==> src/rtl/sha3_padder.sv <==
// SHA3-512 rate-block producer: packs 64-bit message words into 576-bit blocks,
// applies the 0x06...0x80 domain padding to the final block and hands blocks over with ready/ack.
module sha3_padder (
    input  logic         iClk,
    input  logic         iRst_n,
    input  logic [63:0]  iData,
    input  logic         iValid,
    input  logic         iLast,
    input  logic [2:0]   iByteNum,
    output logic         oBusy,
    output logic [575:0] oData,
    output logic         oReady,
    input  logic         iAck,
    output logic         oLastBlock
);

    localparam logic [1:0] ST_FILL = 2'd0;
    localparam logic [1:0] ST_PAD  = 2'd1;
    localparam logic [1:0] ST_FULL = 2'd2;

    logic [1:0]  state;
    logic [3:0]  cnt;
    logic [63:0] slot [9];
    logic        last_block;
    logic [63:0] pad_word;
    logic        accept;

    assign accept     = iValid && (state == ST_FILL);
    assign oBusy      = (state != ST_FILL);
    assign oReady     = (state == ST_FULL);
    assign oLastBlock = last_block;

    // Last word: keep the valid leading bytes, drop the 0x06 marker right after them, zero the rest.
    always_comb begin
        pad_word = '0;
        for (int j = 0; j < 8; j++) begin
            if (3'(j) < iByteNum)
                pad_word[63-8*j -: 8] = iData[63-8*j -: 8];
            else if (3'(j) == iByteNum)
                pad_word[63-8*j -: 8] = 8'h06;
        end
    end

    always_comb begin
        oData = '0;
        for (int i = 0; i < 9; i++)
            oData[575-64*i -: 64] = slot[i];
    end

    always_ff @(posedge iClk) begin
        if (!iRst_n) begin
            state      <= ST_FILL;
            cnt        <= '0;
            last_block <= 1'b0;
            for (int i = 0; i < 9; i++)
                slot[i] <= '0;
        end else begin
            case (state)
                ST_FILL: begin
                    if (accept) begin
                        if (iLast) begin
                            slot[cnt] <= pad_word;
                            state     <= ST_PAD;
                        end else begin
                            slot[cnt] <= iData;
                            if (cnt == 4'd8) begin
                                state      <= ST_FULL;
                                last_block <= 1'b0;
                            end else begin
                                cnt <= cnt + 4'd1;
                            end
                        end
                    end
                end
                // cnt still points at the last-word slot, so everything after it is zero-filled.
                ST_PAD: begin
                    for (int i = 0; i < 9; i++)
                        if (4'(i) > cnt)
                            slot[i] <= '0;
                    slot[8][7:0] <= ((cnt == 4'd8) ? slot[8][7:0] : 8'h00) | 8'h80;
                    state        <= ST_FULL;
                    last_block   <= 1'b1;
                end
                ST_FULL: begin
                    if (iAck) begin
                        state      <= ST_FILL;
                        cnt        <= '0;
                        last_block <= 1'b0;
                        for (int i = 0; i < 9; i++)
                            slot[i] <= '0;
                    end
                end
                default: state <= ST_FILL;
            endcase
        end
    end

endmodule

==> config.mk <==
export PLATFORM = sky130hd
export DESIGN_NAME = sha3_padder
export DESIGN_NICKNAME = d
export VERILOG_FILES = /design/src/rtl/sha3_padder.sv
export SDC_FILE = /design/constraint.sdc
export NUM_CORES = 1
export LEC_CHECK = 0
export BUFFER_PORTS_ARGS = -buffer_cell sky130_fd_sc_hd__clkbuf_2
export CORE_AREA = 2 2 257 259
export DETAILED_ROUTE_END_ITERATION = 10
export DIE_AREA = 0 0 259 261
export PLACE_DENSITY = 0.5
export SLEW_MARGIN = 20
export SYNTH_ARGS = -nofsm -noshare
export SYNTH_HDL_FRONTEND = slang
export SYNTH_SLANG_ARGS = --single-unit
==> constraint.sdc <==
create_clock -name iClk -period 4.4 [get_ports iClk]
set_input_delay 0.22 -clock iClk [delete_from_list [all_inputs] [get_ports iClk]]
set_output_delay 0.22 -clock iClk [all_outputs]
set_load 0.005 [all_outputs]
==> results.md <==
Setup path:
- The number of buffers and inverters on the critical path is 1.
- The slack of the worst reg-to-reg path is 1.02 ns.
- The critical path goes through nand3b_1 -> nand2_1 -> a211oi_4 -> buf_4 -> nand2_1.
- Of all nets on the critical path, the largest fanout is 57.
- Grouping stages by cell kind, the critical path spends the most delay in simple AND/OR/NAND/NOR gates.
- The peak per-stage delay on the critical path is 1.00 ns.
- The standard cell with the maximum stage delay on the critical path is sky130_fd_sc_hd__dfxtp_1.
- The critical path is of the reg2reg type.
- In this design, the critical path's most frequently occurring cell is sky130_fd_sc_hd__nand2_1.
- STA classifies the critical path startpoint as a register.
- In this run the critical register-to-register path is launched from state[0]$_SDFFE_PN0P_.
- The number of cells on the worst reg-to-reg path is 5.
- For the worst setup path, the data required time is about 4.7 ns.
- The endpoint of the lowest-slack register-to-register path is slot[8][7]$_DFFE_PP_.
- The worst setup path is captured at a register.
- Data arrives at the worst endpoint at 3.72 ns.

Route:
- In this run, the number of DRC markers left after iteration 0 of detailed routing was 1167.
- The detailed-route via count is 16030.
- After detailed routing, the number of vias per cell comes to 5.193.
- The top layer reached by signal wires is met4.
- The total length of routed met2 wires is around 37 mm.
- The antenna violation net count after detailed routing is 0.
- Before antenna repair, the detailed router went through 5 iterations.
- The remaining routing DRC violations is 0.
- In the detailed route, the total length drawn on met3 is 6.607 mm.
- The detailed router put a total of roughly 33 mm of wire on met1.
- The routed wire length per instance is approximately 26 microns.
- The post-detailed-routing wire length is 79.49 mm.

Synthesis:
- For this run, asynchronously set or reset flops after synthesis account for 0.
- During synthesis, Yosys emitted a total of 0 warnings.
- Of the synthesized area, sequential elements account for 0.6156.
- Synthesis handed over a netlist of 1584 instances.
- The adder-cell area share of the yosys netlist is 0.002622.
- A synthesized cell averages between 10 and 15 sq um.
- Of the total synthesized cell area, the portion taken by XOR and XNOR cells is 0.0004588.
- The mapped netlist covers around 19000 sq um.
- Counting flops with a built-in enable in the synthesized netlist gives 8.
- In this run, distinct cell masters in the synthesized netlist total 55.
- The synthesized-area fraction occupied by ao, oa, aoi and oai cells was 0.2759.
- By area, the combinational part of the netlist is dominated by compound AO/OA/AOI/OAI gates.
- The post-synthesis register bit count is slightly below 600.
- The most used flip-flop cell after synthesis is sky130_fd_sc_hd__dfxtp_1.
- Counting every net in the synthesized netlist gives 1660.
- The simple logic cell fraction of the synthesized area is 0.05486.
- The mux contribution to synthesized area is 0.003146.

Clocking:
- The number of levels in the clock H-tree is 2.
- The total number of clock tree sinks is 583.
- The clock buffer count from CTS is slightly below 60.
- At the later pin of the worst-skew pair, clock insertion delay measures 0.62 ns.
- After clock tree synthesis, the clock-pin slew on the worst setup and hold paths is 0.07 ns.
- The root buffer cell is sky130_fd_sc_hd__clkbuf_16.
- Counting along the longest clock path gives a buffer depth of 3.
- The number of gates given a new drive strength after cts is 0.
- TritonCTS built the clock tree.

Placed design:
- The final weighted congestion in routability-driven placement is between 0.8 and 0.9.
- In this run the cell area measured after placement is 23000 sq um.
- After legalization and detailed placement, the total HPWL measured around 56 mm.
- The count of buffers inserted at the top-level ports is 650.
- The minimum setup slack after placement is 1.058 ns.
- Once placement completed, the tool counted placed cells totaling 2955.

Pwr:
- The leakage power figure is 11.23 nW.
- The largest voltage drop on the vdd net is between 0.3 and 0.4 mV.
- Power spread over the standard cell area amounts to 449.8 nW/um^2.

Cells and area:
- The top cell types in the final layout, fill and taps aside, are sky130_fd_sc_hd__clkbuf_2 (650), sky130_fd_sc_hd__dfxtp_1 (575), sky130_fd_sc_hd__a22o_1 (411).
- Of the cells placed in the final design, the portion with a size suffix greater than 1 is 0.3697.
- After filler insertion, the fill cell instance count of the layout stands at 6400.
- The area growth from synthesis to layout is 32.20%.
- The finished cells cover around 25000 sq um.
- In the final design database the tool counted 2248 nets.
- The post-route non-filler standard cell count is 3087.
- The most common cell after layout, fill and taps aside is sky130_fd_sc_hd__clkbuf_2.

STA:
- Timing would allow up to 296.2 MHz.
- The final worst-path cycle share is 0.7674.
- Setup repair after global routing left no endpoint under its margin.
- The worst clock skew on the final layout is 0.01718 ns.
- In this run the tightest slew margin relative to its limit is 0.2826.
- The setup violation total in the final timing report is 0.
- The summed negative setup slack over all endpoints is 0 ns.
- The time the worst path needs with I/O delays and setup is around 3.4 ns.
- The number of pins exceeding their max-slew limit in the final report is 0.
- The post-route worst setup slack is between 1 and 1.5 ns.
- The transition time of the tightest slew-check pin is 1.076 ns.
- The count of final hold-check violations came to 0.

Floorplan:
- From bottom edge to top edge, the die measures 261 microns.
- During I/O placement, the number of pins put on the boundary was between 600 and 700.
- The die is 259 microns wide.
- The area of the core is 65040 sq um.
- The floorplan has 94 rows.
- The die covers 67600 sq um.
- For this configuration, the core starts out at a cell density of 0.2935.

Global routing:
- The initial antenna violation count is 2.
- The residual overflow from global routing is 0.
- The first global-routing pass estimated 110.8 mm of wire.
- The number of global-route vias before repair is 15250.
- The maximum number of pins on one net before global-route repair is 58.
- Across every metal layer, demand over resource in global routing totals 0.2209.

Worst hold path:
- The endpoint of the worst hold path is slot[5][57]$_SDFFE_PP0P_.
- The startpoint identified for the worst hold timing path is iData[57].
- The number of cells traversed by the worst hold path is 4.
- The class of the most critical hold timing path is in2reg.

Job:
- The number of maximum-capacitance constraint violations is 0.

Outcome:
- The run finished with clean final reports.
==> state kept, by name (all words and copies together) (netlist names) <==
register,cells
slot,576
cnt,4
state,2
oLastBlock,1
==> timing repair <==
item                                   4_1_cts  5_1_grt
endpoints found under the hold margin       23        0
setup buffers                                0        0
hold buffers                                20        0
==> layout make-up <==
class,instances,area [sq um],area share
Tap cell,864,1081,0.04284
Inverter,6,22.52,0.0008925
Clock buffer,91,1819,0.07209
Multi-Input combinational cell,807,6525,0.2586
Sequential cell,583,11750,0.4657
Clock inverter,19,215.2,0.008528
Timing Repair Buffer,715,3816,0.1512
Antenna cell,2,5.005,0.0001983
==> routing by layer <==
layer / vias up / track usage
li1: 7168 / -
met1: 7967 / 0.2811
met3: 145 / 0.06185
met4: 0 / 0.08269
met2: 752 / 0.3568
met5: - / 0
==> cells by family after synthesis <==
group,count (synthesis)
compound gates,612
flops,583
buf+inv,194
simple gates,184
mux,6
fa+ha+maj,4
xor+xnor,1
==> synth_stat cells, drive strengths merged (4+ instances only) <==
master / n / area share
dfxtp: 575 / 0.60
a22o: 411 / 0.19
buf: 124 / 0.034
o2bb2ai: 109 / 0.050
clkbuf: 64 / 0.013
nand3: 49 / 0.013
and2: 38 / 0.012
a21oi: 36 / 0.0098
nand2: 33 / 0.0065
a2bb2o: 24 / 0.014
nor2: 18 / 0.0037
o21ai: 13 / 0.0036
and3: 8 / 0.0026
edfxtp: 8 / 0.013
o21a: 7 / 0.0028
inv: 6 / 0.0012
mux2i: 6 / 0.0031
nor2b: 6 / 0.0020
nor3: 6 / 0.0030
a211oi: 4 / 0.0021
ha: 4 / 0.0026
nand3b: 4 / 0.0016
==> metrics by stage <==
stage	total power [mW]	hold slack [ns]	utilization
floorplan	5.861	0.3701	-
global placement	6.207	0.4457	0.3535
detailed placement	6.211	0.4455	0.3536
CTS	11.44	0.02763	0.3879
global route	11.68	0.04991	0.3879
finish	11.35	0.06793	0.3880
==> worst max-delay path by stage <==
stage	startpoint	to	slack, ns	cells past startpoint
after floorplan	cnt[0]$_SDFFE_PN0P_	slot[8][0]$_SDFFCE_PP0P_	1.93	10
after global placement	state[0]$_SDFFE_PN0P_	slot[8][7]$_DFFE_PP_	1.09	5
after detailed placement	state[0]$_SDFFE_PN0P_	slot[8][7]$_DFFE_PP_	1.06	5
after CTS	state[0]$_SDFFE_PN0P_	slot[8][7]$_DFFE_PP_	1.04	5
final	state[0]$_SDFFE_PN0P_	slot[8][7]$_DFFE_PP_	1.02	5
after global routing	state[0]$_SDFFE_PN0P_	slot[8][7]$_DFFE_PP_	0.87	5
==> power by group <==
group          internal (mW)  switching, mW  total [mW]
Clock                   3.08           2.17        5.24
Sequential              5.35         0.0405        5.39
Combinational          0.198          0.521       0.718
Total                   8.63           2.73        11.4
==> worst register-to-register path, cell delays in order (launching register included) <==
cell	delay (ns)
sky130_fd_sc_hd__dfxtp_1	1.00
sky130_fd_sc_hd__nand3b_1	0.32
sky130_fd_sc_hd__nand2_1	0.55
sky130_fd_sc_hd__a211oi_4	0.41
sky130_fd_sc_hd__buf_4	0.68
sky130_fd_sc_hd__nand2_1	0.15
Power figures use the tool's default switching activity.
